[src/rtl/mtr_drv_if.sv]
// Signal bundle between the balance controller and the motor drive stage.
// There is no valid/ready handshake: the speed commands and enable are
// level-sampled on every rising clock edge, and the gate drives and period
// pulse are registered outputs. The sampled values matter only at the
// period boundary.
interface mtr_drv_if;
  logic signed [11:0] lft_spd;
  logic signed [11:0] rght_spd;
  logic               en;
  logic               lft_hi;
  logic               lft_lo;
  logic               rght_hi;
  logic               rght_lo;
  logic               prd_strt;

  // The controller drives the commands and observes the gate drives.
  modport master (
    output lft_spd, rght_spd, en,
    input  lft_hi, lft_lo, rght_hi, rght_lo, prd_strt
  );

  // The drive stage consumes the commands and produces the gate drives.
  modport slave (
    input  lft_spd, rght_spd, en,
    output lft_hi, lft_lo, rght_hi, rght_lo, prd_strt
  );
endinterface

[src/rtl/mtr_drv.sv]
// Motor drive stage: two edge-aligned PWM channels (left = 0, right = 1)
// that share one free-running 4096-cycle period counter. Duty is
// double-buffered to the period boundary. Each channel feeds an H-bridge
// through a non-overlap deadtime stage.
module mtr_drv #(
  parameter int unsigned DEADTIME = 32
) (
  input  logic      clk,
  input  logic      rst,
  mtr_drv_if.slave  bus
);

  localparam logic [11:0] CNT_LAST  = 12'hFFF;
  localparam logic [11:0] DUTY_RST  = 12'h800;
  localparam logic [7:0]  DT_LIMIT  = 8'(DEADTIME);

  logic [11:0]       cnt_q, cnt_d;
  logic              prd_q, prd_d;
  logic [1:0][11:0]  duty_q, duty_d;
  logic [1:0]        pwm_q, pwm_d;
  logic [1:0]        prev_q, prev_d;
  logic [1:0][7:0]   dt_q, dt_d;
  logic [1:0]        hi_q, hi_d;
  logic [1:0]        lo_q, lo_d;
  logic [1:0][11:0]  spd;

  assign spd[0] = bus.lft_spd;
  assign spd[1] = bus.rght_spd;

  // Period counter, period pulse, boundary-buffered duty, and PWM compare.
  always_comb begin
    cnt_d  = cnt_q + 12'd1;
    prd_d  = (cnt_q == CNT_LAST);
    duty_d = duty_q;
    pwm_d  = '0;
    for (int i = 0; i < 2; i++) begin
      // Signed speed to unsigned duty: invert the MSB (adds 2048 mod 4096).
      if (cnt_q == CNT_LAST) begin
        duty_d[i] = {~spd[i][11], spd[i][10:0]};
      end
      pwm_d[i] = (cnt_q < duty_q[i]);
    end
  end

  // Deadtime stage. A gate is driven only after pwm has held steady, with
  // the bridge enabled, until dt has counted up to DEADTIME. hi and lo are
  // then complements of one bit, so they can never be high together.
  always_comb begin
    prev_d = pwm_q;
    dt_d   = dt_q;
    hi_d   = '0;
    lo_d   = '0;
    for (int i = 0; i < 2; i++) begin
      if (!bus.en) begin
        dt_d[i] = 8'd0;
      end else if (pwm_q[i] != prev_q[i]) begin
        dt_d[i] = 8'd0;
      end else if (dt_q[i] != DT_LIMIT) begin
        dt_d[i] = dt_q[i] + 8'd1;
      end else begin
        hi_d[i] = pwm_q[i];
        lo_d[i] = ~pwm_q[i];
      end
    end
  end

  // State registers with synchronous reset.
  always_ff @(posedge clk) begin
    if (rst) begin
      cnt_q  <= '0;
      prd_q  <= 1'b0;
      duty_q <= {DUTY_RST, DUTY_RST};
      pwm_q  <= '0;
      prev_q <= '0;
      dt_q   <= '0;
      hi_q   <= '0;
      lo_q   <= '0;
    end else begin
      cnt_q  <= cnt_d;
      prd_q  <= prd_d;
      duty_q <= duty_d;
      pwm_q  <= pwm_d;
      prev_q <= prev_d;
      dt_q   <= dt_d;
      hi_q   <= hi_d;
      lo_q   <= lo_d;
    end
  end

  assign bus.lft_hi   = hi_q[0];
  assign bus.lft_lo   = lo_q[0];
  assign bus.rght_hi  = hi_q[1];
  assign bus.rght_lo  = lo_q[1];
  assign bus.prd_strt = prd_q;

endmodule

[src/flat_wrapper.sv]
// flat-port wrapper written by rule: the top's interface ports become plain ports
module mtr_drv_flat 
#(
  parameter int unsigned DEADTIME = 32
)
  (clk, rst, bus_lft_spd, bus_rght_spd, bus_en, bus_lft_hi, bus_lft_lo, bus_rght_hi, bus_rght_lo, bus_prd_strt);
  mtr_drv_if bus_i ();
  input  logic clk;
  input  logic rst;
  input wire logic [$bits(bus_i.lft_spd)-1:0] bus_lft_spd;
  input wire logic [$bits(bus_i.rght_spd)-1:0] bus_rght_spd;
  input wire logic [$bits(bus_i.en)-1:0] bus_en;
  output wire logic [$bits(bus_i.lft_hi)-1:0] bus_lft_hi;
  output wire logic [$bits(bus_i.lft_lo)-1:0] bus_lft_lo;
  output wire logic [$bits(bus_i.rght_hi)-1:0] bus_rght_hi;
  output wire logic [$bits(bus_i.rght_lo)-1:0] bus_rght_lo;
  output wire logic [$bits(bus_i.prd_strt)-1:0] bus_prd_strt;
  assign bus_i.lft_spd = bus_lft_spd;
  assign bus_i.rght_spd = bus_rght_spd;
  assign bus_i.en = bus_en;
  assign bus_lft_hi = bus_i.lft_hi;
  assign bus_lft_lo = bus_i.lft_lo;
  assign bus_rght_hi = bus_i.rght_hi;
  assign bus_rght_lo = bus_i.rght_lo;
  assign bus_prd_strt = bus_i.prd_strt;
  mtr_drv #(.DEADTIME(DEADTIME)) u_core (.clk(clk), .rst(rst), .bus(bus_i));
endmodule
[config.mk]
export PLATFORM = sky130hd
export DESIGN_NAME = mtr_drv_flat
export DESIGN_NICKNAME = d
export VERILOG_FILES = /design/src/rtl/mtr_drv_if.sv /design/src/rtl/mtr_drv.sv /design/src/flat_wrapper.sv
export SDC_FILE = /design/constraint.sdc
export NUM_CORES = 1
export LEC_CHECK = 0
export ABC_AREA = 1
export BUFFER_PORTS_ARGS = -buffer_cell sky130_fd_sc_hd__buf_2
export CAP_MARGIN = 20
export CORE_AREA = 2 2 101 112
export CTS_BUF_LIST = sky130_fd_sc_hd__clkbuf_16
export DETAILED_ROUTE_END_ITERATION = 12
export DIE_AREA = 0 0 103 114
export SYNTH_ARGS = -nofsm -noshare
export SYNTH_HDL_FRONTEND = slang
export SYNTH_SLANG_ARGS = --single-unit
export TNS_END_PERCENT = 20
[constraint.sdc]
create_clock -name clk -period 2 [get_ports clk]
set_input_delay 0.4 -clock clk [delete_from_list [all_inputs] [get_ports clk]]
set_output_delay 0.4 -clock clk [all_outputs]
set_load 0.02 [all_outputs]
==> metrics.txt, run 1 <==
die width=103 um; largest net degree at the start of global routing=48; H-tree levels=3; register area=1220 um2; root buf cell=clkbuf_16; Slew @ Worst Pin=0.505 ns; syn_nets=507; crit path max fanout=47; Slew headroom=0.663; final WL=6200 um; Compound-Gate Fraction of Synth Area=0.0578; vias per cell=4.12; RSZ-0062 raised after global routing=false; synthesized netlist cell count=453; cells along the critical path=ha_1 -> nand2_2 -> nor2_4 -> nand3_2 -> buf_4 -> nand2_1 -> nand2_1 -> nor2_1; Antenna diodes=0; DIE AREA=11700 um2; DPL Wire Length=4500 um; top area cells in the synthesized netlist=dfxtp_1 39%, nand2_1 15%, ha_1 11%; number of antenna violations at the first check in global routing=0; HP Class=input pin to flip-flop; flip-flop and latch count after synthesis=61; Ports=32; # hold bufs at CTS=0; Sink Count=61; status=complete, no violations; area grow syn2layout=18.8%; # port buffers=31; via count=2630; post-synthesis cell area=3120 um2; most used cell, CP=nand2_1; total chip power=2.82 mW; initial core utilization=0.291; GPL Wtd Cong=0.778; Detailed Routing Iterations Pass 1=6; Post-synth top cells=122 x nand2_1, 88 x nor2_1, 69 x inv_1; TritonCTS clock tree=done; first-pass GRT wire length=10600 um; final period utilization=0.799; fin crit period=1.60 ns; Clk pwr share=0.522; Int Pwr=2.22 mW; max_cap viols=0; cell family with most CP delay=simple AND/OR/NAND/NOR gates; adder-cell share of the synthesized area=0.108; Critical Path Sink Type=flip-flop; Final Non-Filler Cells=639; Leak=1.79 nW; leading area contributor after synthesis=dfxtp_1; worst vdd ir=375 uV; Crit path buffers/inverters=1; # rows=40; slowest cell on the critical path=buf_4; 1st-iter DRT viols=91; Seq/Total Area, Yosys=0.392; leading cell type by number of instances after synthesis=nand2_1; power share of the combinational group=0.038; placed insts=625; routed len/inst=9.71 um; core area=10700 um2; ys flop type=dfxtp_1; Sw Ratio=0.214; asr flop ratio synth=0; TritonCTS Buffers=9; total negative slack=0 ns; Antenna Nets Post-Route=0; Final Cell Area=3700 um2; total track usage=0.117; Clock Latency Late Sink=0.33 ns; Clock transition at path regs=0.05 ns; layout cells sized above 1=0.124; Yosys Warn Count=0; skew final=0.00797 ns; Syn Area/Cell=6.88 um2; Post-CTS Setup Bufs=0; arrival time at the worst endpoint=1.81 ns; post-synth top area share=0.392; Critical Path RT=2.22 ns; die height=114 um; area of the multi-input gates=1580 um2; Crit path largest cell delay=0.43 ns; XOR/XNOR share of the synthesized area=0.0112; critical path type=flip-flop to flip-flop; # setup viols final=0; vias in the first global route=2402; largest family of logic cells by synthesized area=simple AND/OR/NAND/NOR gates; cts repair resizes=0; sequential share of power=0.440; Post-DP Area=3420 um2; mux contribution to synthesized area=0; Max Fclk=0.626 GHz; power density cells=762 nW/um2; final hold vios=0; synth unique cells=22; fin nets=543; net switching power=0.604 mW; maximum root-to-sink buffer count=2; DRC viols=0; GRT overflow=0; fraction of the mapped netlist area in simple logic gates=0.330; Slew Viols, Final=0; final-layout fill cell count=1168; Setup crit start kind=flip-flop; Post-synth EDFFs=0
-- registers in the layout, summed over array words and instances (netlist names) --
name	count
u_core.bus.prd_strt	1
u_core.lo_q	2
u_core.prev_q	2
u_core.dt_q	16
u_core.prev_d	2
u_core.duty_q	24
u_core.hi_q	2
u_core.cnt_q	12
-- power by group through the flow --
| stage | clock [mW] | sequential (mW) | combinational [mW] |
|---|---|---|---|
| final | 1.47 | 1.24 | 0.107 |
| after global routing | 1.58 | 1.24 | 0.127 |
| after CTS | 1.53 | 1.24 | 0.110 |
| after detailed placement | 0 | 1.27 | 0.109 |
| after global placement | 0 | 1.27 | 0.108 |
| after floorplan | 0 | 1.26 | 0.0624 |
-- cells in the final DEF (no fill, tap or decap), types with 2 or more instances in the layout --
cell type / count
nand2_1: 122
nor2_1: 88
inv_1: 69
dfxtp_1: 61
buf_2: 31
ha_1: 27
a21oi_1: 25
nand3_1: 13
nand2_2: 11
clkbuf_16: 9
nor3_1: 5
o21ai_0: 5
nand4_1: 3
buf_4: 3
nor2_4: 2
o21bai_1: 2
o21a_1: 2
nor3b_1: 2
xor2_1: 2
xnor2_1: 2
nand3b_1: 2
clkinvlp_4: 2
-- cell type report --
type / instances / share of cell area
multi-input combinational: 314 / 0.427
sequential: 61 / 0.330
inverter: 69 / 0.0700
clock buffer: 9 / 0.0608
tap: 147 / 0.0497
timing repair buffer: 34 / 0.0480
clock inverter: 5 / 0.0145
-- path summary, 6_finish.rpt --
check              startpoint                to  slack [ns]  depth (start not counted)
min            bus_lft_spd[8]  u_core.duty_q[8]        0.29                          3
min reg2reg  u_core.prev_d[1]    u_core.lo_q[1]        0.44                          1
max           u_core.cnt_q[1]  u_core.duty_q[3]        0.40                          8
max reg2reg   u_core.cnt_q[1]  u_core.duty_q[3]        0.40                          8
-- worst register-to-register path, cell delays in order, from the launching register on --
cell and delay, ns:
dfxtp_1 0.35, ha_1 0.22, nand2_2 0.10, nor2_4 0.07, nand3_2 0.07, buf_4 0.43, nand2_1 0.13, nand2_1 0.08
nor2_1 0.04
-- cells by family after synthesis --
family / Yosys count
and+or+nand+nor: 249
buffers and inverters: 78
DFF: 61
AOI/OAI and AO/OA: 34
adders and majority gates: 27
xor gates and xnor gates: 4
-- metrics by stage --
step                      hold WS, ns  setup slack, ns  utilization
after detailed placement        0.439            0.409        0.320
after global placement          0.431            0.436        0.320
after global routing            0.285            0.211        0.346
final                           0.290            0.402        0.346
after CTS                       0.276            0.372        0.346
after floorplan                 0.413            0.584            -
-- layer usage --
| layer | share of wire | wire length, um | global-route usage |
|---|---|---|---|
| met5 | 0 | 0 | 0 |
| met3 | 0.039 | 244 | 0.0411 |
| met1 | 0.46 | 2880 | 0.136 |
| met2 | 0.48 | 2990 | 0.189 |
| met4 | 0.015 | 94 | 0.0561 |
No activity file was read; power rests on OpenSTA's default activity.
==> inputs of run 2 (changes only) <==
--- a/config.mk
+++ b/config.mk
@@ -5,13 +5,13 @@
 export SDC_FILE = /design/constraint.sdc
 export NUM_CORES = 1
 export LEC_CHECK = 0
-export ABC_AREA = 1
+export ABC_AREA = 0
 export BUFFER_PORTS_ARGS = -buffer_cell sky130_fd_sc_hd__buf_2
 export CAP_MARGIN = 20
-export CORE_AREA = 2 2 101 112
+export CORE_AREA = 2 2 98 109
 export CTS_BUF_LIST = sky130_fd_sc_hd__clkbuf_16
 export DETAILED_ROUTE_END_ITERATION = 12
-export DIE_AREA = 0 0 103 114
+export DIE_AREA = 0 0 100 111
 export SYNTH_ARGS = -nofsm -noshare
 export SYNTH_HDL_FRONTEND = slang
 export SYNTH_SLANG_ARGS = --single-unit
==> constraint.sdc (replaced) <==
create_clock -name clk -period 1.4 [get_ports clk]
set_input_delay 0.28 -clock clk [delete_from_list [all_inputs] [get_ports clk]]
set_output_delay 0.28 -clock clk [all_outputs]
set_load 0.02 [all_outputs]
==> metrics.txt, run 2 <==
status=finished with violations; failing checks=negative setup slack; Slew headroom=0.804 (+0.141); worst vdd ir=684 uV (+82%); Post-synth top cells=61 x dfxtp_1, 30 x inv_1, 28 x nor2_1; Syn Area/Cell=9.57 um2 (+39%); Critical Path Sink Type=flip-flop; synthesized netlist cell count=307 (-32%); GRT overflow=0 (unchanged); layout cells sized above 1=0.402 (+0.278); Antenna diodes=0 (unchanged); first-pass GRT wire length=10800 um (+1.7%); syn_nets=361 (-29%); crit path max fanout=4 (-91%); Max Fclk=0.650 GHz (+3.9%); worst r2r path cells=5 (-3); Reg2Reg Capture Point=u_core.prev_d[0]; RSZ-0062 raised after global routing=true; final-layout fill cell count=979 (-16%); initial core utilization=0.290 (-0.00132); arrival time at the worst endpoint=1.78 ns (-0.03 ns); fin crit period=1.54 ns (-0.0600 ns); core area=10100 um2 (-5.2%); total track usage=0.121 (+0.00471); # rows=39 (-2.5%); Final Cell Area=4160 um2 (+12%); max_cap viols=0 (unchanged); DRC viols=0 (unchanged); die height=111 um (-2.6%); fin nets=440 (-19%); number of antenna violations at the first check in global routing=0 (unchanged); Antenna Nets Post-Route=0 (unchanged); post-synth top area share=0.415 (+0.0235); # setup viols final=27 (+27); Util after Layout=0.410 (+0.0641); top area cells in the synthesized netlist=dfxtp_1 42%, ha_1 11%, mux2i_1 8.2%; critical path type=flip-flop to flip-flop; cell family with most CP delay=compound AO/OA/AOI/OAI gates; Post-DP Area=3550 um2 (+3.8%); root buf cell=clkbuf_16; R2R Setup Slk=-0.14 ns (-0.54 ns); Seq/Total Area, Yosys=0.415 (+0.0235); H-tree levels=3 (unchanged); TritonCTS Buffers=9 (unchanged); Clock transition at path regs=0.05 ns (about the same); asr flop ratio synth=0 (unchanged); Slew Viols, Final=0 (unchanged); 1st-iter DRT viols=44 (-52%); synth unique cells=36 (+64%); Sink Count=61 (unchanged); largest net degree at the start of global routing=23 (-52%); Leak=1.67 nW (-6.6%); Crit path buffers/inverters=0 (-1); Ports=32 (unchanged); leading area contributor after synthesis=dfxtp_1; cells along the critical path=ha_4 -> and4_1 -> a211o_1 -> a221o_1 -> a31oi_1; GPL Wtd Cong=0.847 (+8.8%); final WL=6380 um (+2.9%); Critical Path RT=1.64 ns (-0.58 ns); most frequent cells in the layout=44 x dfxtp_1, 37 x buf_4, 31 x buf_2, 27 x inv_1, 27 x nor2_1; flip-flop and latch count after synthesis=61 (unchanged); routed len/inst=12.4 um (+28%); crit path setup slack, layout=-0.138 ns (-0.540 ns); TritonCTS clock tree=done; power density cells=1030 nW/um2 (+35%); skew final=0.00470 ns (-0.00326 ns); area grow syn2layout=41.5%; Detailed Routing Iterations Pass 1=4 (-2); DPL Wire Length=4630 um (+2.9%); ys flop type=dfxtp_1; DIE AREA=11100 um2 (-5.5%); via count=2313 (-12%); leading cell type by number of instances after synthesis=dfxtp_1; Largest regs=u_core.duty_q: 24 flops, u_core.dt_q: 16 flops, u_core.cnt_q: 12 flops; Fin Hold WS=0.200 ns (-0.0908 ns); CP Launch Point=u_core.cnt_q[9]; Post-synth EDFFs=0 (unchanged); placed insts=493 (-21%); HP Class=input pin to flip-flop; critical path capture point=u_core.prev_d[0]; Clock Latency Late Sink=0.32 ns (about the same); most common cell after layout, fill and taps aside=dfxtp_1; max reg flops=24 (unchanged); post-synthesis cell area=2940 um2 (-5.7%); total chip power=4.28 mW (+52%); Slew @ Worst Pin=0.294 ns (-0.211 ns); maximum root-to-sink buffer count=2 (unchanged); die width=100 um (-2.9%); Crit path largest cell delay=0.36 ns (-0.07 ns); area of the multi-input gates=1750 um2 (+11%); register area=1260 um2 (+3.4%); vias in the first global route=2376 (-1.1%); vias per cell=4.50 (+9.3%); final period utilization=1.10 (+0.299); Setup crit start kind=flip-flop; most flop-heavy register=u_core.duty_q; slowest cell on the critical path=dfxtp_4; Critical R2R Launch=u_core.cnt_q[9]; Yosys Warn Count=0 (unchanged); final hold vios=0 (unchanged); Final Non-Filler Cells=514 (-20%); Crit. path cell count=5 (-3); # port buffers=31 (unchanged)
[run 2: stage by stage]
| stage | setup TNS [ns] | worst slack [ns] |
|---|---|---|
| finish | -2.19 | -0.138 |
| global route | -4.09 | -0.195 |
| CTS | -3.60 | -0.186 |
| detailed placement | -3.67 | -0.237 |
| global placement | -3.31 | -0.160 |
| floorplan | -4.80 | -0.233 |
[run 2: cells by family (layout without fill, tap and decap cells)]
family,count (synthesis),after routing,synth area share
AO/OA/AOI/OAI,23,23,0.0532
XOR/XNOR,24,24,0.0715
adder cells (fa/ha/maj),27,27,0.115
buffers and inverters,37,121,0.0524
flip-flops,61,61,0.415
multiplexers,24,24,0.0817
AND/OR/NAND/NOR,111,111,0.211
[run 2: metal layers]
metal  wire length (um)  share of wire  global-route usage
met1               2800           0.44               0.140
met2               3200           0.50               0.208
met3                248          0.039              0.0410
met4                129          0.020              0.0429
met5                  0              0                   0
[run 2: worst min-delay path, stage by stage]
cell and delay [ns]:
buf_2 0.08, mux2i_1 0.05, nor2_1 0.07
[run 2: worst min path at each step]
stage                     slack [ns]           endpoint             from  cells past startpoint
after detailed placement        0.47    u_core.cnt_q[0]  u_core.cnt_q[0]                      1
after CTS                       0.19   u_core.duty_q[5]   bus_lft_spd[5]                      3
after global routing            0.20  u_core.duty_q[13]  bus_rght_spd[1]                      3
final                           0.20   u_core.duty_q[0]   bus_lft_spd[0]                      3
after floorplan                 0.43   u_core.duty_q[1]   bus_lft_spd[1]                      2
after global placement          0.47    u_core.cnt_q[0]  u_core.cnt_q[0]                      1
[run 2: final cells by class]
cell class                 instances  area share
timing repair buffer              75       0.134
clock buffer                      11      0.0662
clock inverter                     5      0.0108
multi-input combinational        209       0.422
sequential                        61       0.304
inverter                          30      0.0271
tap                              123      0.0370
[run 2: report_power, final]
part | switching, mW | internal, mW
clock | 0.734 | 1.57
combinational | 0.101 | 0.114
sequential | 0.0191 | 1.74
total | 0.854 | 3.43
[run 2: timing repair]
action	4_1_cts	5_1_grt
hold buffers	0	0
gates resized for setup	27	29
setup buffers	4	0
hold endpoints to repair	0	0
pin swaps	8	9
endpoints found under the setup margin	27	45
cloned	0	1
